[config.mk]
export PLATFORM = sky130hd
export DESIGN_NAME = addsub_sequencer
export DESIGN_NICKNAME = d
export VERILOG_FILES = /design/src/rtl/addsub_pkg.sv /design/src/rtl/addsub_sequencer_key_edge.sv /design/src/rtl/addsub_sequencer.sv
export SDC_FILE = /design/constraint.sdc
export NUM_CORES = 1
export LEC_CHECK = 0
export BUFFER_PORTS_ARGS = -buffer_cell sky130_fd_sc_hd__buf_2
export CAP_MARGIN = 10
export CORE_MARGIN = 2
export CORE_UTILIZATION = 60
export DETAILED_ROUTE_END_ITERATION = 12
export PLACE_DENSITY = 0.79
export SKIP_CTS_REPAIR_TIMING = 1
export SLEW_MARGIN = 20
export SYNTH_ARGS = -nofsm -noshare
export SYNTH_HDL_FRONTEND = slang
export SYNTH_SLANG_ARGS = --single-unit
[constraint.sdc]
create_clock -name clk -period 2.6 [get_ports clk]
set_input_delay 0.13 -clock clk [delete_from_list [all_inputs] [get_ports clk]]
set_output_delay 0.13 -clock clk [all_outputs]
set_load 0.02 [all_outputs]
[src/rtl/addsub_pkg.sv]
// Shared types, widths and the small BCD splitter for the add/subtract calculator.
package addsub_pkg;

  typedef enum logic [1:0] {
    S_A    = 2'd0,
    S_B    = 2'd1,
    S_CALC = 2'd2,
    S_SHOW = 2'd3
  } state_t;

  localparam int OPW  = 4;
  localparam int RESW = 6;

  localparam int unsigned TIMEOUT_DEFAULT = 50_000_000;

  // Splits 0..30 into {tens, units} with a compare chain instead of a divider.
  function automatic logic [7:0] bcd_split(input logic [4:0] v);
    logic [3:0] t;
    logic [3:0] u;
    if (v >= 5'd30) begin
      t = 4'd3;
      u = 4'(v - 5'd30);
    end else if (v >= 5'd20) begin
      t = 4'd2;
      u = 4'(v - 5'd20);
    end else if (v >= 5'd10) begin
      t = 4'd1;
      u = 4'(v - 5'd10);
    end else begin
      t = 4'd0;
      u = v[3:0];
    end
    return {t, u};
  endfunction

endpackage

[src/rtl/addsub_sequencer_key_edge.sv]
// ENTER key front end: two-flop synchronizer plus rising-edge detect.
module key_edge (
  input  logic clk_i,
  input  logic rst_i,
  input  logic key_i,
  output logic press_o
);

  logic k1_q, k2_q, kp_q;

  // Synchronize the asynchronous key and keep the previous synchronized value.
  always_ff @(posedge clk_i) begin
    if (rst_i) begin
      k1_q <= 1'b0;
      k2_q <= 1'b0;
      kp_q <= 1'b0;
    end else begin
      k1_q <= key_i;
      k2_q <= k1_q;
      kp_q <= k2_q;
    end
  end

  assign press_o = k2_q & ~kp_q;

endmodule

[src/rtl/addsub_sequencer.sv]
// Operand entry FSM, 6-bit add/subtract and registered BCD display output.
module addsub_sequencer
  import addsub_pkg::*;
#(
  parameter int unsigned TIMEOUT_CYCLES = TIMEOUT_DEFAULT
) (
  input  logic       clk,
  input  logic       rst,
  input  logic [3:0] sw,
  input  logic       sub,
  input  logic       key,
  output logic [3:0] dez,
  output logic [3:0] uni,
  output logic       neg,
  output logic [1:0] state,
  output logic       done
);

  localparam int unsigned TW = (TIMEOUT_CYCLES > 1) ? $clog2(TIMEOUT_CYCLES) : 1;
  localparam logic [TW-1:0] TLAST = TW'(TIMEOUT_CYCLES - 1);

  state_t            state_q, state_d;
  logic [OPW-1:0]    a_q, a_d, b_q, b_d;
  logic              op_q, op_d;
  logic [RESW-2:0]   mag_q, mag_d;
  logic              negr_q, negr_d;
  logic [TW-1:0]     tcnt_q, tcnt_d;
  logic [3:0]        dez_q, dez_d, uni_q, uni_d;
  logic              neg_q, neg_d;
  logic              done_q, done_d;
  logic              press;
  logic [RESW-1:0]   res;
  logic [RESW-2:0]   disp_val;

  key_edge u_key_edge (
    .clk_i   (clk),
    .rst_i   (rst),
    .key_i   (key),
    .press_o (press)
  );

  // State, operand, result and display registers.
  always_ff @(posedge clk) begin
    if (rst) begin
      state_q <= S_A;
      a_q     <= '0;
      b_q     <= '0;
      op_q    <= 1'b0;
      mag_q   <= '0;
      negr_q  <= 1'b0;
      tcnt_q  <= '0;
      dez_q   <= '0;
      uni_q   <= '0;
      neg_q   <= 1'b0;
      done_q  <= 1'b0;
    end else begin
      state_q <= state_d;
      a_q     <= a_d;
      b_q     <= b_d;
      op_q    <= op_d;
      mag_q   <= mag_d;
      negr_q  <= negr_d;
      tcnt_q  <= tcnt_d;
      dez_q   <= dez_d;
      uni_q   <= uni_d;
      neg_q   <= neg_d;
      done_q  <= done_d;
    end
  end

  // Next-state, arithmetic and display selection.
  always_comb begin
    state_d = state_q;
    a_d     = a_q;
    b_d     = b_q;
    op_d    = op_q;
    mag_d   = mag_q;
    negr_d  = negr_q;
    tcnt_d  = '0;
    done_d  = (state_q == S_CALC);

    res = op_q ? ({2'b00, a_q} - {2'b00, b_q}) : ({2'b00, a_q} + {2'b00, b_q});

    unique case (state_q)
      S_A: begin
        if (press) begin
          a_d     = sw;
          state_d = S_B;
        end
      end
      S_B: begin
        if (press) begin
          b_d     = sw;
          op_d    = sub;
          state_d = S_CALC;
        end
      end
      S_CALC: begin
        mag_d   = res[RESW-1] ? 5'(-res) : res[RESW-2:0];
        negr_d  = res[RESW-1];
        state_d = S_SHOW;
      end
      S_SHOW: begin
        tcnt_d = tcnt_q + 1'b1;
        if (press || tcnt_q == TLAST) state_d = S_A;
      end
      default: state_d = S_A;
    endcase

    disp_val       = (state_q == S_SHOW) ? mag_q : {1'b0, sw};
    {dez_d, uni_d} = bcd_split(disp_val);
    neg_d          = (state_q == S_SHOW) && negr_q;
  end

  assign dez   = dez_q;
  assign uni   = uni_q;
  assign neg   = neg_q;
  assign state = state_q;
  assign done  = done_q;

endmodule

Yosys cells after proc, flatten, opt, wreduce, memory -nomap -nowiden
Cells that the tools add are included.
{ "totals": {"reg_bits": 56, "latch_bits": 0, "mem_bits_rw": 0, "mem_bits_ro": 0, "out_inout_bits": 12, "elab_cells": 56, "mem_count": 0} }
{ "op_classes": {"add_sub_neg": 7, "mul": 0, "div_mod_pow": 0, "order_cmp": 3, "eq_ne": 7, "shifts": 0, "mux": 13, "bitwise_logic": 3, "reduce_logical": 8} }
{ "ops": {"columns": ["op", "count"], "rows": [
  ["$add A26 B1 Y26 const B", 1],
  ["$eq A26 B26 Y1 const B", 1],
  ["$mux W4", 3],
  ["$ge A5 B5 Y1 const B", 2],
  ["$mux W2", 5],
  ["$mux W5", 2],
  ["$pmux W2 S4", 1],
  ["$sub A4 B4 Y4 const B", 2],
  ["$mux W6", 1],
  ["$ne A2 B2 Y1 const B", 3],
  ["$add A4 B4 Y5", 1],
  ["$ge A5 B4 Y1 const B", 1],
  ["$neg A5 Y5", 1],
  ["$sub A4 B4 Y5", 1],
  ["$eq A2 B2 Y1 const B", 2],
  ["$reduce_and A2 Y1", 2],
  ["$sub A4 B3 Y4 const B", 1],
  ["$reduce_and A3 Y1", 1],
  ["$reduce_or A3 Y1", 1],
  ["$eq A2 B1 Y1 const B", 1],
  ["$logic_not A2 Y1", 1],
  ["$not A1 Y1", 2],
  ["$reduce_or A2 Y1", 1],
  ["$and A1 B1 Y1", 1],
  ["other kinds (3)", 3]
]} }

Logic depth before layout (Yosys ltp)
Gate-level depths: netlist of the first run.
{ "depth": {"ltp_word": 6, "ltp_mapped": 9, "ltp_nobuf": 9} }

Hierarchy
A second synthesis of the first run with hierarchy kept.
{ "unflattened": {"cells_unflattened": 330, "hier_area_um2": 2835.2} }
{ "modules_own_cells": {"columns": ["mod", "instances", "cells_each", "area_each_um2", "seq_area_each_um2"], "rows": [
  ["addsub_sequencer", 1, 323, 2747.6, 1021.0],
  ["key_edge", 1, 7, 87.6, 60.1]
]} }

Least setup slack after synthesis of the first run
OpenSTA, ideal clock, no wires.
{ "synth_path": {"path_type": "register -> register", "startpoint": "register state_q[0] (netlist: state[0])", "endpoint": "register uni_q[1] (netlist: uni[1])", "arrival_time_ns": 2.209, "required_ns": 2.472, "setup_slack_ns": 0.263, "stages_incl_launch_ff": 10, "path_buffers": 0, "period_less_slack_ns": 2.337, "path_cell_list": "dfxtp_1 ha_1 mux2i_1 inv_1 ha_1 nand4_1 o31ai_1 a311oi_2 xnor2_1 nor2_1"} }
{ "synth_via": {"elab_chain_len": 6, "word_cells_on_any_way": 11, "cone_classes": "add/sub: 3; order compare: 3; eq/ne: 1; mux: 4"} }
{ "synth_lines": {"columns": ["element", "line", "source"], "rows": [
  ["start, declared", "addsub_sequencer.sv:22", "state_t state_q, state_d;"],
  ["start signal, assigned", "addsub_sequencer.sv:57", "state_q <= state_d;"],
  ["$eq A2 B2 Y1 *", "addsub_sequencer.sv:110", "disp_val = (state_q == S_SHOW) ? mag_q : {1'b0, sw};"],
  ["$mux W5 *", "addsub_sequencer.sv:110", null],
  ["$sub A4 B4 Y4 / $ge A5 B4 Y1 (equally long branches)", "addsub_pkg.sv:28, addsub_pkg.sv:26", null],
  ["$mux W4", "addsub_pkg.sv:26", "end else if (v >= 5'd10) begin"],
  ["$mux W4", "addsub_pkg.sv:23", "end else if (v >= 5'd20) begin"],
  ["$mux W4 *", "addsub_pkg.sv:20", "if (v >= 5'd30) begin"],
  ["end signal, assigned", "addsub_sequencer.sv:65", "uni_q <= uni_d;"],
  ["end, declared", "addsub_sequencer.sv:28", "logic [3:0] dez_q, dez_d, uni_q, uni_d;"]
]} }
Every way passes the cells marked *; elsewhere a longest branch is shown, timed or not.
A chain may end at the register's enable or synchronous reset.

Worst setup path after layout of the first run
Same ends and word-level chain as after synthesis.

==> results.env, run 1 <==
TIMING.REG2REG.SETUP_SLACK_NS=0.41
GRT_SETUP_UNREPAIRED='false'
DIE_AREA_UM2=5330
SYNTH_SIMPLE_GATE_AREA_SHARE_PCT=25.7
GLOBAL_ROUTE_WIRE_LENGTH_BEFORE_REPAIR_MM=9.05
SWSHARE_PCT=29.2
IO_BUFFER_COUNT=17
LAYOUT_MIN_CYCLE_TIME_NS=2.19
POSTSYNTHREGISTERBITS=54
SYNTHCELLS=329
CLK-INSERTION-DELAY-LATE_NS=0.31
POST_SYNTHESIS_COMPOUND_GATE_AREA_FRACTION_PCT=11.7
CELL_ACCOUNTING_FOR_THE_MOST_SYNTHESIZED_AREA='sky130_fd_sc_hd__dfxtp_1'
POST_SYNTH_XOR_AREA_FRACTION_PCT=7.36
CP.REQUIRED_NS=2.79
TRITONCTS='built'
SETUP_SLACK_NS=0.408
SYNTH_TOP_CELLS_BY_AREA='sky130_fd_sc_hd__dfxtp_1 38%, sky130_fd_sc_hd__ha_1 7.4%, sky130_fd_sc_hd__nor2_1 6.2%'
DRC=0
YOSYS.CELL_COUNT.TOP_TYPE='sky130_fd_sc_hd__dfxtp_1'
EFFECTIVE_UTILIZATION_AT_FLOORPLAN_PCT=61.3
FLOW.AREA_GROWTH_FROM_SYNTHESIS_PCT=8.15
SYNTH_TOP_FAMILY_BY_AREA='simple AND/OR/NAND/NOR gates'
AVGVIACOUNTPERCELL=5.60
PWR-SHARE-COMB_PCT=19.6
MAXSLEWHEADROOM_PCT=58.3
DRT-WIRELENGTH-PER-CELL_UM=13.4
CTS_H_TREE_DEPTH=2
FINALHOLDVIOLATIONS=0
SYNTHESIS.YOSYS.WARNINGS=0
FILLERS=405
MAXIMUM_NUMBER_OF_PINS_ON_ONE_NET_BEFORE_GLOBAL_ROUTE_REPAIR=30
CLOCKROOTBUFFER='sky130_fd_sc_hd__clkbuf_8'
PLEAK_nW=1.13
MUXSHAREOFSYNTHAREA_PCT=3.42
FINISH.NET_COUNT=371
VIAS_IN_THE_FIRST_GLOBAL_ROUTE=2037
SYNTH.YOSYS.SEQ_AREA_SHARE_PCT=37.9
FP.DIEH_UM=73.0
INTERNAL_POWER_mW=1.30
FIN_HOLD_WS_NS=0.0272
TOTAL_GR_OVERFLOW=0
FINALCLOCKSKEW_NS=0.00910
CAP_VIOL_MAX_COUNT=0
ROWS=25
PRIMARY_FLIP_FLOP_CELL_CHOSEN_BY_SYNTHESIS_MAPPING='sky130_fd_sc_hd__dfxtp_1'
TIMING.FINAL.CRIT_SHARE_PCT=84.3
CRIT-REG2REG-LAUNCH='state[0]'
SYNTH.CELL_AREA_UM2=2860
DPL_WIRE_LENGTH_MM=3.94
DRT_ITER0_MARKERS=109
TIMING_WORST_SLEW_PIN_VALUE_NS=0.620
POWER_DENSITY_nW_PER_UM2=593
SEQPWRFRAC_PCT=49.7
NETLIST.AREA_LEADER.SHARE_PCT=37.9
TIMING.FINAL.SETUP_VIOLATIONS=0
CTS.PATH.MAX_BUFFERS=2
TRITONCTS_NUM_SINKS=54
TIMING.CRITICAL_PATH.FROM_TYPE='flop'
SLEW_VIOL_FINAL=0
POST-LAYOUT-TOTAL-POWER_mW=1.83
POSTSYNTHAREAPERCELL_UM2=8.68
TIMING.HOLD.WORST.START='key'
POST_SYNTH_MOST_FREQUENT_CELLS='54 x sky130_fd_sc_hd__dfxtp_1, 47 x sky130_fd_sc_hd__nor2_1, 21 x sky130_fd_sc_hd__nand2_1'
DETAIL_ROUTE.FIRST_PASS.ITERATIONS=4
CORE_REGION_AREA_UM2=4660
ROUTE.VIAS.TOTAL=2234
ANTENNA_CELLS=0
POST_ROUTE_CELLS_DRIVE_ABOVE_1_SHARE_PCT=12.2
ARRIVAL_NS=2.38
ENDPOINT_KIND='flop'
CLK_PIN_SLEW_NS=0.10
TIMING.HOLD.WORST.CLASS='primary input to flop'
ENDPOINT_OF_THE_WORST_SLACK_REG_TO_REG_TIMING_PATH='uni[1]'
CRITPATHMAXFANOUT=6
POST_SYNTH_NUM_CELL_TYPES=55
YS_ASYNC_SR_FRACTION_PCT=0
GRT_USE_MET2_PCT=37.4
TIMING.SETUP.TNS_NS=0
DIEWIDTH_UM=73.0
WORSTHOLDPATHCELLS=2
MAX_CLOCK_FREQ_MHz=456
SYNTHADDERAREAFRAC_PCT=8.85
GRT_UTIL_MET1_PCT=26.9
POWER_SWITCHING_uW=535
ROUTED_WL_MM=5.37
PLACE_WS_NS=0.428
FINALWEIGHTEDCONGESTION=0.875
GRT.BUSIEST_LAYER='met2'
FF2FF_PATH_DEPTH=8
PEAKVDDDROP_mV=0.382
STATUS='complete, no violations'
GR-USAGE-MET3_PCT=4.14
GR-USAGE-ALL-LAYERS_PCT=21.6
SYNTH_ENABLE_FLOP_CELLS=0
INITIAL_ANTENNA_VIOLATION_COUNT=0
ANTENNA_VIOLATING_NETS_POST_ROUTE=0
WORST-SETUP-PATH-TYPE='flop to flop'
POWER.SHARE.CLOCK_PCT=30.8
NUM_IO_PINS=20
TRITONCTS.NUM_BUFFERS=5
HOLD-PATH-ENDPOINT='u_key_edge.k1_q'
power groups by stage:
stage	Clock (mW)	Combinational (mW)	Sequential, mW
after floorplan	0	0.249	0.946
after global placement	0	0.352	0.926
after detailed placement	0	0.357	0.929
after CTS	0.576	0.359	0.909
after global routing	0.599	0.401	0.917
final	0.563	0.358	0.909
area by class of cell:
class | instances | area (µm²) | share of cell area (%)
Sequential cell | 54 | 1080 | 35.0
Multi-Input combinational cell | 242 | 1640 | 53.0
Tap cell | 54 | 67.6 | 2.19
Clock inverter | 2 | 37.5 | 1.22
Inverter | 19 | 71.3 | 2.31
Timing Repair Buffer | 22 | 123 | 3.97
Clock buffer | 6 | 72.6 | 2.35
metal layers:
layer / up-vias / share of wire, %
li1: 1162 / -
met1: 1035 / 47
met2: 30 / 49
met3: 7 / 2.9
met4: 0 / 1.4
met5: - / 0
state kept, by name (all words and copies together), names as in the netlist, 2 cells and up:
name	cells
a_q	4
b_q	4
dez	2
mag_q	5
state	2
tcnt_q	26
uni	4
kinds of logic (layout without fill, tap and decap cells):
group / after synthesis / count (layout)
other: 1 / 2
adder cells (fa/ha/maj): 19 / 19
AO/OA/AOI/OAI: 51 / 51
flip-flops: 54 / 54
buffers and inverters: 34 / 49
AND/OR/NAND/NOR: 137 / 137
multiplexers: 9 / 9
XOR/XNOR: 24 / 24
worst max-delay path by stage:
stage              from  endpoint  cells past startpoint
4_1_cts        state[0]    uni[1]                      8
6_report       state[0]    uni[1]                      8
3_5_place_dp   state[0]    uni[1]                      8
3_3_place_gp   state[0]  state[0]                      7
5_1_grt        state[0]  state[0]                      7
2_1_floorplan  state[0]    uni[1]                      9
metrics by stage:
stage          instances  utilization, %  area, µm²
6_report             399            66.3       3090
3_3_place_gp         391            63.9       2980
2_1_floorplan        330               -       2860
4_1_cts              399            66.3       3090
3_5_place_dp         391            63.9       2980
5_1_grt              399            66.3       3090
layout by cell type (no fill, tap or decap), drive strengths merged, types with 2 or more instances in the layout:
cell type  count
nor2          47
o21a           2
a211o          3
nor2b          4
o31ai          2
buf           22
a311oi         2
mux2i          6
nand3         20
nand4         13
nand2b         5
a21o           3
a21oi         19
nand2         21
nor3           4
ha            17
a211oi         4
xor2          10
conb           2
o21ai          8
or3            4
or3b           2
inv           19
dfxtp         54
mux2           3
clkbuf         6
fa             2
nor4           5
xnor2         14
or4            2
and2           2
and4           3
critical path, stage by stage (launching register included):
cell                       delay, ns
sky130_fd_sc_hd__dfxtp_1        0.41
sky130_fd_sc_hd__ha_1           0.27
sky130_fd_sc_hd__mux2i_1        0.25
sky130_fd_sc_hd__inv_1          0.14
sky130_fd_sc_hd__ha_1           0.26
sky130_fd_sc_hd__a211oi_1       0.34
sky130_fd_sc_hd__a311oi_2       0.18
sky130_fd_sc_hd__xnor2_1        0.17
sky130_fd_sc_hd__nor2_1         0.05
Power figures use the tool's default switching activity.
==> inputs of run 2 (changes only) <==
clock period = 2.2 ns   (was 2.6 ns; I/O delays follow)
==> results.env, run 2 (synthesis gave the netlist of run 1 again) <==
GLOBAL_ROUTE_WIRE_LENGTH_BEFORE_REPAIR_MM=9.66  # was 9.05 mm
ROWS=25  # unchanged
MAXIMUM_NUMBER_OF_PINS_ON_ONE_NET_BEFORE_GLOBAL_ROUTE_REPAIR=30  # unchanged
ROUTE.VIAS.TOTAL=2312  # was 2234
FIN_HOLD_WS_NS=0.0114  # was 0.0272 ns
TIMING.FINAL.CRIT_SHARE_PCT=95.9  # was 84.3%
ANTENNA_CELLS=0  # unchanged
VIAS_IN_THE_FIRST_GLOBAL_ROUTE=2251  # was 2037
HOLD-PATH-ENDPOINT='u_key_edge.k1_q'  # unchanged
CLK-INSERTION-DELAY-LATE_NS=0.31  # about the same
LAYOUT_MIN_CYCLE_TIME_NS=2.11  # was 2.19 ns
TIMING.HOLD.WORST.START='key'  # unchanged
PEAKVDDDROP_mV=0.400  # was 0.382 mV
ANTENNA_VIOLATING_NETS_POST_ROUTE=0  # unchanged
TOP_REGS='tcnt_q: 26 flops, mag_q: 5 flops'  # unchanged
ARRIVAL_NS=2.36  # was 2.38 ns
DRT_ITER0_MARKERS=84  # was 109
DETAIL_ROUTE.FIRST_PASS.ITERATIONS=4  # unchanged
PLEAK_nW=1.17  # was 1.13 nW
TIMING.SETUP.TNS_NS=0  # unchanged
PLACE_WS_NS=0.00738  # was 0.428 ns
ROUTED_WL_MM=5.50  # was 5.37 mm
AVGVIACOUNTPERCELL=5.72  # was 5.60
TIMING.FINAL.SETUP_VIOLATIONS=0  # unchanged
MAXSLEWHEADROOM_PCT=63.9  # was 58.3%
NUM_IO_PINS=20  # unchanged
TOTAL_GR_OVERFLOW=0  # unchanged
POWER_DENSITY_nW_PER_UM2=693  # was 593 nW/µm²
CAP_VIOL_MAX_COUNT=0  # unchanged
TIMING_WORST_SLEW_PIN_VALUE_NS=0.540  # was 0.620 ns
SLEW_VIOL_FINAL=0  # unchanged
TIMING.REG2REG.SETUP_SLACK_NS=0.09  # was 0.41 ns
CRITPATHMAXFANOUT=3  # was 6
CTS.PATH.MAX_BUFFERS=2  # unchanged
TRITONCTS.NUM_BUFFERS=5  # unchanged
CLK_PIN_SLEW_NS=0.10  # about the same
SETUP_SLACK_NS=0.0910  # was 0.408 ns
MAX_CLOCK_FREQ_MHz=474  # was 456 MHz
TIMING.HOLD.WORST.CLASS='primary input to flop'  # unchanged
DPL_WIRE_LENGTH_MM=4.05  # was 3.94 mm
LAYOUT_COMMON_CELLS='50 x sky130_fd_sc_hd__dfxtp_1, 47 x sky130_fd_sc_hd__nor2_1, 21 x sky130_fd_sc_hd__nand2_1'  # was 54 x sky130_fd_sc_hd__dfxtp_1, 47 x sky130_fd_sc_hd__nor2_1, 21 x sky130_fd_sc_hd__nand2_1
EFFECTIVE_UTILIZATION_AT_FLOORPLAN_PCT=61.3  # unchanged
LARGEST_REG_FLOPS=26  # unchanged
WORST-SETUP-PATH-TYPE='flop to flop'  # unchanged
FINALWEIGHTEDCONGESTION=0.813  # was 0.875
FLOW.AREA_GROWTH_FROM_SYNTHESIS_PCT=11.7  # was 8.15%
MAX_FLOP_REGISTER='tcnt_q'  # unchanged
CP.REQUIRED_NS=2.45  # was 2.79 ns
CTS_H_TREE_DEPTH=2  # unchanged
TIMING.CRITICAL_PATH.FROM_TYPE='flop'  # unchanged
ENDPOINT_OF_THE_WORST_SLACK_REG_TO_REG_TIMING_PATH='mag_q[3]'  # was uni[1]
CLOCKROOTBUFFER='sky130_fd_sc_hd__clkbuf_8'  # unchanged
FP.DIEH_UM=73.0  # unchanged
INITIAL_ANTENNA_VIOLATION_COUNT=0  # unchanged
DRC=0  # unchanged
TRITONCTS_NUM_SINKS=54  # unchanged
TRITONCTS='built'  # unchanged
FINALCLOCKSKEW_NS=0.00883  # was 0.00910 ns
FINISH.NET_COUNT=376  # was 371
IO_BUFFER_COUNT=17  # unchanged
GR-USAGE-ALL-LAYERS_PCT=22.8  # was 21.6%
FF2FF_PATH_DEPTH=9  # was 8
LAYOUT_COMMONEST_CELL='sky130_fd_sc_hd__dfxtp_1'  # unchanged
FILLERS=369  # was 405
DIEWIDTH_UM=73.0  # unchanged
DRT-WIRELENGTH-PER-CELL_UM=13.6  # was 13.4 µm
CRIT-REG2REG-LAUNCH='a_q[0]'  # was state[0]
POST_ROUTE_CELLS_DRIVE_ABOVE_1_SHARE_PCT=18.3  # was 12.2%
STATUS='complete, no violations'  # unchanged
CORE_REGION_AREA_UM2=4660  # unchanged
ENDPOINT_KIND='flop'  # unchanged
FINALHOLDVIOLATIONS=0  # unchanged
WORSTHOLDPATHCELLS=2  # unchanged
DIE_AREA_UM2=5330  # unchanged
run 2: how the worst max path moves through the flow:
stage | cells after the start | to | startpoint
floorplan | 9 | uni[1] | state[0]
finish | 9 | mag_q[3] | a_q[0]
global placement | 9 | mag_q[4] | a_q[0]
CTS | 6 | mag_q[4] | b_q[1]
global route | 9 | mag_q[2] | a_q[0]
detailed placement | 6 | mag_q[4] | b_q[1]
run 2: worst max-delay path: stages (launching register included):
cell and delay (ns):
sky130_fd_sc_hd__dfxtp_2 0.34, sky130_fd_sc_hd__inv_1 0.05, sky130_fd_sc_hd__ha_1 0.13, sky130_fd_sc_hd__inv_1 0.07, sky130_fd_sc_hd__fa_1 0.38, sky130_fd_sc_hd__and2_1 0.18
sky130_fd_sc_hd__or3_4 0.34, sky130_fd_sc_hd__a21o_1 0.21, sky130_fd_sc_hd__a211o_1 0.27, sky130_fd_sc_hd__nand4_1 0.07
run 2: final cells by class:
type	instances	area, µm²	area share (%)
tap	54	67.6	2.12
multi-input combinational	242	1690	53.1
inverter	19	71.3	2.24
sequential	54	1090	34.1
timing repair buffer	27	160	5.02
clock inverter	2	37.5	1.18
clock buffer	6	72.6	2.28
run 2: per-stage QoR:
| step | utilization [%] | instance area (µm²) | power (mW) | cells |
|---|---|---|---|---|
| 2_1_floorplan | - | 2870 | 1.42 | 330 |
| 3_3_place_gp | 65.0 | 3030 | 1.54 | 396 |
| 3_5_place_dp | 65.0 | 3030 | 1.55 | 396 |
| 4_1_cts | 67.3 | 3140 | 2.20 | 404 |
| 5_1_grt | 68.4 | 3190 | 2.32 | 404 |
| 6_report | 68.4 | 3190 | 2.21 | 404 |
run 2: power breakdown:
part	leakage, nW	total, mW	internal, mW	switching [mW]
sequential	0.439	1.09	1.03	0.0558
clock	0.0514	0.657	0.340	0.317
combinational	0.681	0.465	0.192	0.273
run 2: per-layer routing:
layer | GRT usage [%] | up-vias | share of wire (%)
met5 | 0 | - | 0
met3 | 4.14 | 13 | 2.3
met2 | 39.9 | 40 | 52
met1 | 27.3 | 1080 | 43
met4 | 9.26 | 0 | 1.9
li1 | - | 1179 | -
==> inputs of run 3 (changes only) <==
BUFFER_PORTS_ARGS = -buffer_cell sky130_fd_sc_hd__buf_4   (was -buffer_cell sky130_fd_sc_hd__buf_2)
==> results.env, run 3 (synthesis gave the netlist of run 1 again) <==
LARGEST_REG_FLOPS=26  # unchanged
DP_CELLS=394  # was 396
DPL_WIRE_LENGTH_MM=4.00  # was 4.05 mm
LAYOUT_MIN_CYCLE_TIME_NS=2.12  # was 2.11 ns
ENDPOINT_KIND='flop'  # unchanged
CTS.PATH.MAX_BUFFERS=2  # unchanged
NUM_IO_PINS=20  # unchanged
FINALWEIGHTEDCONGESTION=0.863  # was 0.813
POWER_DENSITY_nW_PER_UM2=696  # was 693 nW/µm²
TRITONCTS='built'  # unchanged
CAP_VIOL_MAX_COUNT=0  # unchanged
CLK-INSERTION-DELAY-LATE_NS=0.31  # about the same
IO_BUFFER_COUNT=17  # unchanged
MAXIMUM_NUMBER_OF_PINS_ON_ONE_NET_BEFORE_GLOBAL_ROUTE_REPAIR=30  # unchanged
ARRIVAL_NS=2.38  # was 2.36 ns
SLEW_VIOL_FINAL=0  # unchanged
FINALHOLDVIOLATIONS=0  # unchanged
TOTAL_GR_OVERFLOW=0  # unchanged
FF2FF_PATH_DEPTH=9  # unchanged
TIMING.REG2REG.SETUP_SLACK_NS=0.08  # was 0.09 ns
LAYOUT_COMMONEST_CELL='sky130_fd_sc_hd__dfxtp_1'  # unchanged
ROWS=25  # unchanged
DIE_AREA_UM2=5330  # unchanged
ROUTE.VIAS.TOTAL=2333  # was 2312
WORST-SETUP-PATH-TYPE='flop to flop'  # unchanged
STATUS='complete, no violations'  # unchanged
MAX_FLOP_REGISTER='tcnt_q'  # unchanged
TRITONCTS_NUM_SINKS=54  # unchanged
ANTENNA_VIOLATING_NETS_POST_ROUTE=0  # unchanged
POST-LAYOUT-TOTAL-POWER_mW=2.24  # was 2.21 mW
EFFECTIVE_UTILIZATION_AT_FLOORPLAN_PCT=61.3  # unchanged
TIMING.FINAL.CRIT_SHARE_PCT=96.5  # was 95.9%
CTS_H_TREE_DEPTH=2  # unchanged
WORSTHOLDPATHCELLS=2  # unchanged
ENDPOINT_OF_THE_WORST_SLACK_REG_TO_REG_TIMING_PATH='mag_q[3]'  # unchanged
INITIAL_ANTENNA_VIOLATION_COUNT=0  # unchanged
ANTENNA_CELLS=0  # unchanged
AVGVIACOUNTPERCELL=5.80  # was 5.72
HOLD-PATH-ENDPOINT='u_key_edge.k1_q'  # unchanged
CRITPATHMAXFANOUT=3  # unchanged
POST_ROUTE_CELLS_DRIVE_ABOVE_1_SHARE_PCT=18.1  # was 18.3%
FP.DIEH_UM=73.0  # unchanged
DRT_ITER0_MARKERS=123  # was 84
PWR-SHARE-COMB_PCT=22.1  # was 21.1%
DIEWIDTH_UM=73.0  # unchanged
SETUP_SLACK_NS=0.0767  # was 0.0910 ns
CLK_PIN_SLEW_NS=0.10  # about the same
FLOW.AREA_GROWTH_FROM_SYNTHESIS_PCT=13.0  # was 11.7%
PLEAK_nW=1.17  # about the same
VIAS_IN_THE_FIRST_GLOBAL_ROUTE=2327  # was 2251
TIMING.HOLD.WORST.START='key'  # unchanged
MAXSLEWHEADROOM_PCT=61.8  # was 63.9%
INTERNAL_POWER_mW=1.58  # was 1.56 mW
TOP_REGS='tcnt_q: 26 flops, mag_q: 5 flops'  # unchanged
LAYOUT_COMMON_CELLS='50 x sky130_fd_sc_hd__dfxtp_1, 47 x sky130_fd_sc_hd__nor2_1, 25 x sky130_fd_sc_hd__buf_4'  # was 50 x sky130_fd_sc_hd__dfxtp_1, 47 x sky130_fd_sc_hd__nor2_1, 21 x sky130_fd_sc_hd__nand2_1
TIMING.CRITICAL_PATH.FROM_TYPE='flop'  # unchanged
ROUTED_WL_MM=5.75  # was 5.50 mm
CP.REQUIRED_NS=2.45  # about the same
CORE_REGION_AREA_UM2=4660  # unchanged
TRITONCTS.NUM_BUFFERS=5  # unchanged
TIMING.SETUP.TNS_NS=0  # unchanged
FINALCLOCKSKEW_NS=0.00760  # was 0.00883 ns
PLACE_WS_NS=0.0876  # was 0.00738 ns
GR-USAGE-ALL-LAYERS_PCT=23.4  # was 22.8%
FINISH.NET_COUNT=374  # was 376
CRIT-REG2REG-LAUNCH='a_q[0]'  # unchanged
TIMING.CRITICAL_PATH.CELLS='inv_1 > ha_1 > inv_2 > fa_2 > and2_1 > or3_4 > a21o_1 > a211o_1 > nand4_1'  # was inv_1 > ha_1 > inv_1 > fa_1 > and2_1 > or3_4 > a21o_1 > a211o_1 > nand4_1
TIMING.FINAL.SETUP_VIOLATIONS=0  # unchanged
DETAIL_ROUTE.FIRST_PASS.ITERATIONS=5  # was 4
SWSHARE_PCT=29.7  # was 29.2%
PEAKVDDDROP_mV=0.463  # was 0.400 mV
DRT-WIRELENGTH-PER-CELL_UM=14.3  # was 13.6 µm
GLOBAL_ROUTE_WIRE_LENGTH_BEFORE_REPAIR_MM=9.90  # was 9.66 mm
CRIT_SLOWEST_CELL='sky130_fd_sc_hd__fa_2'  # was sky130_fd_sc_hd__fa_1
TIMING_WORST_SLEW_PIN_VALUE_NS=0.557  # was 0.540 ns
POWER.SHARE.CLOCK_PCT=29.4  # was 29.7%
CLOCKROOTBUFFER='sky130_fd_sc_hd__clkbuf_8'  # unchanged
FINISH.CELL_COUNT_WITHOUT_FILLERS=402  # was 404
DRC=0  # unchanged
FIN_HOLD_WS_NS=0.0220  # was 0.0114 ns
SEQPWRFRAC_PCT=48.5  # was 49.2%
CP_SLOWEST_STAGE_DELAY_NS=0.36  # was 0.38 ns
TIMING.HOLD.WORST.CLASS='primary input to flop'  # unchanged
POWER_SWITCHING_uW=668  # was 646 µW
MAX_CLOCK_FREQ_MHz=471  # was 474 MHz
run 3: final cells by class:
class                      count  area (µm²)
inverter                      19        71.3
multi-input combinational    242        1710
clock inverter                 3        40.0
fill                         386        1430
tap                           54        67.6
clock buffer                   5        68.8
timing repair buffer          25         188
sequential                    54        1090
run 3: worst max path at each step:
| stage | from | to | cells past startpoint |
|---|---|---|---|
| floorplan | state[0] | uni[1] | 9 |
| global placement | b_q[2] | mag_q[4] | 7 |
| detailed placement | a_q[0] | mag_q[3] | 9 |
| CTS | a_q[0] | mag_q[3] | 9 |
| global route | a_q[0] | mag_q[4] | 9 |
| finish | a_q[0] | mag_q[3] | 9 |
run 3: power groups by stage:
stage	combinational [mW]	sequential, mW	clock (mW)
3_5_place_dp	0.472	1.10	0
3_3_place_gp	0.457	1.10	0
2_1_floorplan	0.298	1.12	0
4_1_cts	0.476	1.08	0.672
5_1_grt	0.548	1.10	0.713
6_report	0.496	1.09	0.659
run 3: critical path, delay by kind of cell (launching register included):
family	cells	cell delay, ns
AOI/OAI and AO/OA	2	0.49
buffers and inverters	2	0.10
adders and majority gates	2	0.51
and+or+nand+nor	3	0.63
DFF	1	0.34
run 3: metal layers:
metal  global-route usage, %  share of wire (%)
met1                    26.6                 43
met2                    42.2                 52
met3                    4.70                2.3
met4                    9.88                2.8
met5                       0                  0
run 3: metrics by stage:
stage	instance area (µm²)	util, %
2_1_floorplan	2870	-
3_3_place_gp	3060	65.6
3_5_place_dp	3060	65.6
4_1_cts	3160	67.9
5_1_grt	3230	69.2
6_report	3230	69.2
